==> src/rtl/zif_clk_pkg.sv <==
// Shared types and constants for the ZIF pin clock sequencer.
package zif_clk_pkg;

  localparam int CNT_W_DEFAULT = 16;
  localparam logic [15:0] HALF_1KHZ = 16'd9999;

  typedef enum logic [1:0] {
    IDLE = 2'd0,
    RUN  = 2'd1,
    DONE = 2'd2
  } seq_state_e;

endpackage

==> src/rtl/zif_clock_sequencer_if.sv <==
// Host-side command/status bundle of the ZIF clock sequencer.
interface zif_clock_sequencer_if
  import zif_clk_pkg::*;
#(
  parameter int CNT_W = CNT_W_DEFAULT
);
  logic [CNT_W-1:0] i_half_period;
  logic [CNT_W-1:0] i_pulse_count;
  logic             i_start;
  logic             i_stop;
  logic             o_clk;
  logic             o_oe;
  logic             o_busy;
  logic             o_done;
  logic             o_abort;
  logic [CNT_W-1:0] o_edges;

  modport master (
    output i_half_period, i_pulse_count, i_start, i_stop,
    input  o_clk, o_oe, o_busy, o_done, o_abort, o_edges
  );

  modport slave (
    input  i_half_period, i_pulse_count, i_start, i_stop,
    output o_clk, o_oe, o_busy, o_done, o_abort, o_edges
  );
endinterface

==> src/rtl/zif_clk_halfcnt.sv <==
// Loadable half-period down-counter; tc strobes on the last cycle of each half period
// and the counter reloads itself from the latched period.
module zif_clk_halfcnt #(
  parameter int CNT_W = 16
) (
  input  logic             clk,
  input  logic             rst_n,
  input  logic             load,
  input  logic [CNT_W-1:0] load_val,
  input  logic             en,
  output logic             tc
);
  logic [CNT_W-1:0] period_r;
  logic [CNT_W-1:0] cnt_r;

  // period latch and down-counter with automatic reload at zero
  always_ff @(posedge clk) begin
    if (!rst_n) begin
      period_r <= {CNT_W{1'b0}};
      cnt_r    <= {CNT_W{1'b0}};
    end else if (load) begin
      period_r <= load_val;
      cnt_r    <= load_val;
    end else if (en) begin
      cnt_r <= (cnt_r == {CNT_W{1'b0}}) ? period_r : cnt_r - CNT_W'(1);
    end else begin
      cnt_r <= cnt_r;
    end
  end

  assign tc = en & (cnt_r == {CNT_W{1'b0}});
endmodule

==> src/rtl/zif_clock_sequencer.sv <==
// Burst clock generator for one ZIF pin with start/busy/done handshake.
// Optional build macro CLK_SEQ_FREERUN_EN: a pulse count of 0 runs until i_stop.
module zif_clock_sequencer
  import zif_clk_pkg::*;
#(
  parameter int CNT_W = CNT_W_DEFAULT
) (
  input  logic                  i_clock_20M,
  input  logic                  i_reset_n,
  zif_clock_sequencer_if.slave  bus
);
  seq_state_e       state_r, state_s;
  logic             clk_r, clk_s;
  logic             busy_r, busy_s;
  logic             done_r, done_s;
  logic             abort_r, abort_s;
  logic [CNT_W-1:0] edges_r, edges_s;
  logic [CNT_W-1:0] pc_r, pc_s;
  logic             load_s, run_s, tc_s;
  logic             zero_done_s, last_s;

  zif_clk_halfcnt #(.CNT_W(CNT_W)) u_halfcnt (
    .clk      (i_clock_20M),
    .rst_n    (i_reset_n),
    .load     (load_s),
    .load_val (bus.i_half_period),
    .en       (run_s),
    .tc       (tc_s)
  );

`ifdef CLK_SEQ_FREERUN_EN
  assign zero_done_s = 1'b0;
  assign last_s      = (pc_r != {CNT_W{1'b0}}) && (edges_r == pc_r);
`else
  assign zero_done_s = (bus.i_pulse_count == {CNT_W{1'b0}});
  assign last_s      = (edges_r == pc_r);
`endif

  // state and registered outputs
  always_ff @(posedge i_clock_20M) begin
    if (!i_reset_n) begin
      state_r <= IDLE;
      clk_r   <= 1'b0;
      busy_r  <= 1'b0;
      done_r  <= 1'b0;
      abort_r <= 1'b0;
      edges_r <= {CNT_W{1'b0}};
      pc_r    <= {CNT_W{1'b0}};
    end else begin
      state_r <= state_s;
      clk_r   <= clk_s;
      busy_r  <= busy_s;
      done_r  <= done_s;
      abort_r <= abort_s;
      edges_r <= edges_s;
      pc_r    <= pc_s;
    end
  end

  // next-state and next-output decode
  always_comb begin
    state_s = state_r;
    clk_s   = clk_r;
    busy_s  = busy_r;
    done_s  = 1'b0;
    abort_s = abort_r;
    edges_s = edges_r;
    pc_s    = pc_r;
    load_s  = 1'b0;
    run_s   = 1'b0;
    case (state_r)
      IDLE: begin
        // stop beats a simultaneous start
        if (bus.i_start && !bus.i_stop) begin
          pc_s    = bus.i_pulse_count;
          abort_s = 1'b0;
          load_s  = 1'b1;
          if (zero_done_s) begin
            state_s = DONE;
            done_s  = 1'b1;
            edges_s = {CNT_W{1'b0}};
          end else begin
            state_s = RUN;
            busy_s  = 1'b1;
            clk_s   = 1'b1;
            edges_s = CNT_W'(1);
          end
        end else begin
          state_s = IDLE;
        end
      end
      RUN: begin
        run_s = 1'b1;
        if (bus.i_stop) begin
          state_s = DONE;
          done_s  = 1'b1;
          abort_s = 1'b1;
          busy_s  = 1'b0;
          clk_s   = 1'b0;
        end else if (tc_s) begin
          if (clk_r) begin
            clk_s = 1'b0;
          end else if (last_s) begin
            state_s = DONE;
            done_s  = 1'b1;
            busy_s  = 1'b0;
            clk_s   = 1'b0;
          end else begin
            clk_s   = 1'b1;
            edges_s = edges_r + CNT_W'(1);
          end
        end else begin
          state_s = RUN;
        end
      end
      DONE: begin
        state_s = IDLE;
      end
      default: begin
        state_s = IDLE;
        clk_s   = 1'b0;
        busy_s  = 1'b0;
      end
    endcase
  end

  assign bus.o_clk   = clk_r;
  assign bus.o_oe    = busy_r;
  assign bus.o_busy  = busy_r;
  assign bus.o_done  = done_r;
  assign bus.o_abort = abort_r;
  assign bus.o_edges = edges_r;
endmodule
==> src/flat_wrapper.sv <==
// flat-port wrapper written by rule: the top's interface ports become plain ports
module zif_clock_sequencer_flat import zif_clk_pkg::*;
#(
  parameter int CNT_W = CNT_W_DEFAULT
)
  (i_clock_20M, i_reset_n, bus_i_half_period, bus_i_pulse_count, bus_i_start, bus_i_stop, bus_o_clk, bus_o_oe, bus_o_busy, bus_o_done, bus_o_abort, bus_o_edges);
  zif_clock_sequencer_if #(.CNT_W(CNT_W)) bus_i ();
  input  logic i_clock_20M;
  input  logic i_reset_n;
  input wire logic [$bits(bus_i.i_half_period)-1:0] bus_i_half_period;
  input wire logic [$bits(bus_i.i_pulse_count)-1:0] bus_i_pulse_count;
  input wire logic [$bits(bus_i.i_start)-1:0] bus_i_start;
  input wire logic [$bits(bus_i.i_stop)-1:0] bus_i_stop;
  output wire logic [$bits(bus_i.o_clk)-1:0] bus_o_clk;
  output wire logic [$bits(bus_i.o_oe)-1:0] bus_o_oe;
  output wire logic [$bits(bus_i.o_busy)-1:0] bus_o_busy;
  output wire logic [$bits(bus_i.o_done)-1:0] bus_o_done;
  output wire logic [$bits(bus_i.o_abort)-1:0] bus_o_abort;
  output wire logic [$bits(bus_i.o_edges)-1:0] bus_o_edges;
  assign bus_i.i_half_period = bus_i_half_period;
  assign bus_i.i_pulse_count = bus_i_pulse_count;
  assign bus_i.i_start = bus_i_start;
  assign bus_i.i_stop = bus_i_stop;
  assign bus_o_clk = bus_i.o_clk;
  assign bus_o_oe = bus_i.o_oe;
  assign bus_o_busy = bus_i.o_busy;
  assign bus_o_done = bus_i.o_done;
  assign bus_o_abort = bus_i.o_abort;
  assign bus_o_edges = bus_i.o_edges;
  zif_clock_sequencer #(.CNT_W(CNT_W)) u_core (.i_clock_20M(i_clock_20M), .i_reset_n(i_reset_n), .bus(bus_i));
endmodule
==> config.mk <==
export PLATFORM = sky130hd
export DESIGN_NAME = zif_clock_sequencer_flat
export DESIGN_NICKNAME = d
export VERILOG_FILES = /design/src/rtl/zif_clk_pkg.sv /design/src/rtl/zif_clock_sequencer_if.sv /design/src/rtl/zif_clk_halfcnt.sv /design/src/rtl/zif_clock_sequencer.sv /design/src/flat_wrapper.sv
export SDC_FILE = /design/constraint.sdc
export NUM_CORES = 1
export LEC_CHECK = 0
export BUFFER_PORTS_ARGS = -buffer_cell sky130_fd_sc_hd__buf_4
export CELL_PAD_IN_SITES_DETAIL_PLACEMENT = 2
export CELL_PAD_IN_SITES_GLOBAL_PLACEMENT = 2
export CORE_MARGIN = 2
export CORE_UTILIZATION = 35
export CTS_CLUSTER_SIZE = 8
export DETAILED_ROUTE_END_ITERATION = 6
export HOLD_SLACK_MARGIN = 0.12
export PLACE_DENSITY_LB_ADDON = 0.1
export REMOVE_ABC_BUFFERS = 1
export SETUP_SLACK_MARGIN = 0.4
export SLEW_MARGIN = 20
export SYNTH_ARGS = -nofsm -noshare
export SYNTH_HDL_FRONTEND = slang
export SYNTH_SLANG_ARGS = --single-unit
==> constraint.sdc <==
create_clock -name i_clock_20M -period 4.6 [get_ports i_clock_20M]
set_input_delay 1.15 -clock i_clock_20M [delete_from_list [all_inputs] [get_ports i_clock_20M]]
set_output_delay 1.15 -clock i_clock_20M [all_outputs]
set_load 0.02 [all_outputs]
## Yosys cells after proc, flatten, opt, wreduce, memory -nomap -nowiden

Cells that the tools add are included.

| storage, ports and cells | value |
|---|---|
| bits in registers | 70 |
| input port bits | 36 |
| word-level logic and storage cells | 83 |

| cells by class | value |
|---|---|
| add/sub/neg operators | 2 |
| equality and inequality tests | 15 |
| mux-type cells | 42 |
| bitwise gates (word level) | 2 |
| reductions and logical operators | 13 |

Operators with widths:

| kind | count |
|---|---|
| 2-to-1 mux 16 bit | 8 |
| logical NOT 16 bit | 2 |
| one-hot mux 16 bit (2 select lines) | 1 |
| 2-to-1 mux 1 bit | 22 |
| adder 16 x 1 -> 16 bit (second input constant) | 1 |
| == test 16 bit | 1 |
| subtractor 16 x 1 -> 16 bit (second input constant) | 1 |
| 2-to-1 mux 2 bit | 6 |
| AND reduction 6 bit | 2 |
| inequality test 2 bit (second input constant) | 5 |
| inequality test 4 bit (second input constant) | 2 |
| inequality test 3 x 2 -> 1 bit (second input constant) | 2 |
| one-hot mux 1 bit (3 select lines) | 2 |
| inequality test 2 x 1 -> 1 bit (second input constant) | 2 |
| one-hot mux 1 bit (2 select lines) | 2 |
| one-hot mux 2 bit (2 select lines) | 1 |
| AND reduction 2 bit | 2 |
| AND reduction 4 bit | 1 |
| nonzero test 2 bit | 2 |
| inequality test 3 bit (second input constant) | 1 |
| AND reduction 3 bit | 1 |
| == test 2 x 1 -> 1 bit (second input constant) | 1 |
| == test 2 bit (second input constant) | 1 |
| logical NOT 2 bit | 1 |
| 4 further kinds | 4 |

## Logic depth before layout (Yosys ltp)

| depth | value |
|---|---|
| depth after elaboration | 6 |
| gate-level depth with buffers | 9 |
| depth with buffers taken out | 7 |

## Hierarchy

A second synthesis with hierarchy kept.

| unflattened totals | value |
|---|---|
| cell total of the unflattened synthesis | 458 |
| area total of the unflattened synthesis | 3947.5 um^2 |

By module, submodules not included:

| module | instances | cells each | area each (um^2) | sequential area each (um^2) |
|---|---|---|---|---|
| zif_clock_sequencer | 1 | 250 | 2130.8 | 760.7 |
| zif_clk_halfcnt | 1 | 208 | 1816.7 | 640.6 |

## Worst setup path before layout

No wires, ideal clock.

| path | value |
|---|---|
| kind | input port to flip-flop |
| from | input bus_i_stop |
| to | register u_core.u_halfcnt.cnt_r[15] |
| arrival time | 2618 ps |
| slack | 1866 ps |
| stages | 7 |
| path buffers | 3 |
| cells stage by stage | clkbuf_1 > or4b_2 > clkbuf_1 > clkbuf_1 > o21ai_0 > o31ai_1 > o211a_1 |

| between the ends | value |
|---|---|
| cells in the longest elaborated chain, start to end | 5 |
| elaborated cells between the ends (all ways) | 6 |
| those cells by class | 3 x mux; 3 x reduce/logical |

Ends and longest elaborated chain:

| what | RTL line | text |
|---|---|---|
| start, declared | flat_wrapper.sv:13 | `input wire logic [$bits(bus_i.i_stop)-1:0] bus_i_stop;` |
| logical NOT 1 bit * | zif_clock_sequencer.sv:74 | `if (bus.i_start && !bus.i_stop) begin` |
| logical AND 1 bit * | zif_clock_sequencer.sv:74 |  |
| 2-to-1 mux 1 bit * | zif_clock_sequencer.sv:74 |  |
| 2-to-1 mux 1 bit * | zif_clock_sequencer.sv:71 | `case (state_r)` |
| 2-to-1 mux 16 bit or nonzero test 2 bit (tied branches) | n/a |  |
| end signal, assigned | zif_clk_halfcnt.sv:20 | `cnt_r <= {CNT_W{1'b0}};` |
| end signal, assigned | zif_clk_halfcnt.sv:23 | `cnt_r <= load_val;` |
| end signal, assigned | zif_clk_halfcnt.sv:25 | `cnt_r <= (cnt_r == {CNT_W{1'b0}}) ? period_r : cnt_r - CNT_W'(1);` |
| end, declared | zif_clk_halfcnt.sv:14 | `logic [CNT_W-1:0] cnt_r;` |

Mark *: on every way between the ends. The rest lies on a longest branch, timed or not.
A chain may end at the register's enable or synchronous reset.

## Worst setup path in the final report

| path | value |
|---|---|
| from | register u_core.u_halfcnt.cnt_r[6] |
| to | register u_core.edges_r[6] (netlist: u_core.bus.o_edges[6]) |

| between the ends | value |
|---|---|
| cells in the longest elaborated chain, start to end | 4 |

Ends and longest elaborated chain:

| what | RTL line | text |
|---|---|---|
| logical NOT 16 bit | zif_clk_halfcnt.sv:31 | `assign tc = en & (cnt_r == {CNT_W{1'b0}});` |
| AND 1 bit | zif_clk_halfcnt.sv:31 |  |
| inequality test 2 x 1 -> 1 bit (no line) | n/a |  |
| AND reduction 6 bit (no line) | n/a |  |
| end signal, assigned | zif_clock_sequencer.sv:47 | `edges_r <= {CNT_W{1'b0}};` |
| end signal, assigned | zif_clock_sequencer.sv:55 | `edges_r <= edges_s;` |
| end, declared | zif_clock_sequencer.sv:17 | `logic [CNT_W-1:0] edges_r, edges_s;` |

Every way passes these cells.

==> qor.txt <==
Status: complete, no violations
Row count: 37
Post-route cell area: 4400 sq um
Area Growth Syn to Fin: 18.7%
Diode count: 0
CP endpoint kind: register
Clock tree from TritonCTS: done
Drt via density: 5.72
Worst Hold Class: register to register
Number of standard cells in the final layout excluding fillers: 660
Largest net degree at the start of global routing: 56
All-Layer GR Usage: 23.1%
Skew final: 0.00872 ns
Total negative slack: 0 ns
Synth Instances: 480
Crit Path Max Fanout: 32
Synthesized area per cell: 7.72 sq um
CP Cell Sequence: or4_1 > or4_4 > or4_1 > or3_1 > a21oi_1
Clock latency on the worst-skew pair: 0.36 ns
Max VDD drop: 157 uV
Hold Path Sink: u_core.u_halfcnt.period_r[4]
Fraction of registers with async set/reset: 0%
Total Power: 1.55 mW
Max-Cap Viols: 0
Drt first pass iters: 4
Setup-failing EPs final: 0
# hold bufs at CTS: 0
#FFs+latches synth: 70
Fill cell total of the finished layout: 1212
Vias in the first global route: 4026
Core area: 10300 sq um
CP Launch Type: register
Die X: 107 um
CTS resizes: 0
Slew HR: 35.5%
Final Max Slew Viols: 0
CP required: 4.89 ns
Synthesized area: 3710 sq um
Post-CTS setup buffers: 0
Die footprint: 11400 sq um
Pre-CTS setup slack: 1.43 ns
First-pass GRT wire length: 20800 um
Hold Slack: 0.464 ns
Clk buf depth: 2
Synth top area share: 37.8%
Starting Density: 35.9%
Reg-to-reg endpoint: u_core.bus.o_edges[6]
RSZ-0062 raised after global routing: no
Critical path class: register to register
Slew @ Worst Pin: 0.966 ns
Crit path max-delay cell type: or4_4
Worst R2R Start: u_core.u_halfcnt.cnt_r[6]
Synth top area cells: dfxtp_1, nand2_1, a21oi_1, o21ai_0, xnor2_1
Post-layout worst setup margin: 1.60 ns
Antenna-violating nets left: 0
Initial DRC count: 169
Post-DP Area: 4220 sq um
Fin crit period: 3.00 ns
Seq/Total Area, Yosys: 37.8%
H-tree levels: 3
DP Wirelength: 8410 um
CTS Root Cell: clkbuf_8
Port bufs: 56
R2R setup slack: 1.60 ns
Power per cell area: 353 nW/um^2
Yosys Warn Count: 0
Post-synth top flop: dfxtp_1
Ratio of cells with drive above 1 in the final layout: 17.6%
Worst reg-to-reg path cell count: 5
GPL Wtd Cong: 0.772
Vias: 3772
Number of library cell types mapped by synthesis: 56
Hold Path Stages: 2
Critical Path Most Common Cell: or4_1
Fmax: 0.333 GHz
Initial antenna violation count: 0
Number of enable flip-flop cells after synthesis: 0
Min-Delay Startpoint: u_core.u_halfcnt.period_r[4]
Final Hold Viols: 0
Overall routed net length: 12400 um
Gr ovfl total: 0
Final #Nets: 558
Clock sink count: 70
Total CTS buffers: 9
Crit path DAT: 3.29 ns
Final core area utilization: 42.6%
Crit share post-route: 65.2%
CP max stage delay: 0.79 ns
Die Y: 107 um
Dpl cells: 644
Drt wl/cell: 18.9 um
Residual DRC: 0
Leakage power: 1.60 nW
Synth area leader: dfxtp_1
Reg clk slew, reported paths: 0.08 ns
IO Pins: 57
==> critical path, delay by kind of cell (launching register included) <==
kind / cells / cell delay [ns]
flip-flops: 1 / 0.39
AND/OR/NAND/NOR: 4 / 2.37
AO/OA/AOI/OAI: 1 / 0.16
==> layer usage <==
metal  global-route usage, %  up-vias  share of wire, %
met5                       0        -                 0
met4                    5.10        0              0.75
met3                    4.56        9               2.7
met2                    43.9       47                53
met1                    26.4     1893                44
li1                        -     1823                 -
==> report_power, final <==
| group | total, mW | internal (mW) | leakage [nW] | switching, mW |
|---|---|---|---|---|
| Clock | 0.469 | 0.207 | 0.0841 | 0.262 |
| Sequential | 0.683 | 0.643 | 0.571 | 0.0404 |
| Combinational | 0.402 | 0.157 | 0.943 | 0.245 |
| Total | 1.55 | 1.01 | 1.60 | 0.547 |
==> registers in the layout, summed over array words and instances (netlist names) <==
signal,cells
u_core.pc_r,16
u_core.bus.o_busy,1
u_core.u_halfcnt.period_r,16
u_core.bus.o_clk,1
u_core.u_halfcnt.cnt_r,16
u_core.bus.o_edges,16
u_core.bus.o_abort,1
u_core.state_r,2
u_core.bus.o_done,1
==> cell type report <==
class / instances / area, sq um / share of cell area, %
tap: 136 / 170 / 3.87
sequential: 70 / 1400 / 31.9
clock buffer: 10 / 138 / 3.13
timing repair buffer: 65 / 488 / 11.1
multi-input combinational: 368 / 2150 / 48.8
clock inverter: 6 / 37.5 / 0.853
inverter: 5 / 18.8 / 0.427
==> placed cells by master (no fill, tap or decap), drive strengths merged, types with 4 or more instances in the layout <==
cell type / count
or3: 16
and2: 4
nor2: 13
nand2: 95
nor4: 13
clkbuf: 10
o211ai: 6
nand4: 14
buf: 65
or4: 10
o21ai: 33
dfxtp: 70
xnor2: 17
nand3: 11
mux2i: 11
a21oi: 59
and3: 4
inv: 5
nor3: 10
==> worst max path at each step <==
stage / start / endpoint / slack (ns) / cells after the start
after global placement: bus_i_stop / u_core.u_halfcnt.cnt_r[15] / 1.49 / 5
after floorplan: bus_i_stop / u_core.bus.o_edges[0] / -1.24 / 4
after detailed placement: bus_i_stop / u_core.bus.o_done / 1.43 / 4
after CTS: u_core.u_halfcnt.cnt_r[6] / u_core.bus.o_edges[6] / 1.59 / 5
final: u_core.u_halfcnt.cnt_r[6] / u_core.bus.o_edges[6] / 1.60 / 5
after global routing: u_core.u_halfcnt.cnt_r[6] / u_core.bus.o_edges[6] / 1.45 / 5
==> logic make-up after synthesis <==
kind of cell	Yosys count	share of synthesized area, %
simple gates	201	27.0
buf+inv	42	4.79
flops	70	37.8
compound gates	133	21.6
fa+ha+maj	3	1.01
xor+xnor	18	4.25
mux	13	3.58
==> cells in the mapped netlist, drive strengths merged, types with 4 or more instances <==
cell,count
or3,16
a21oi,59
xnor2,17
buf,7
nand4,14
clkbuf,30
nand3,11
and3,4
nor4,13
or4,10
o21ai,33
nor2,13
and2,4
inv,5
mux2i,11
nand2,95
nor3,10
o211ai,6
dfxtp,70
No activity file was read; power rests on OpenSTA's default activity.
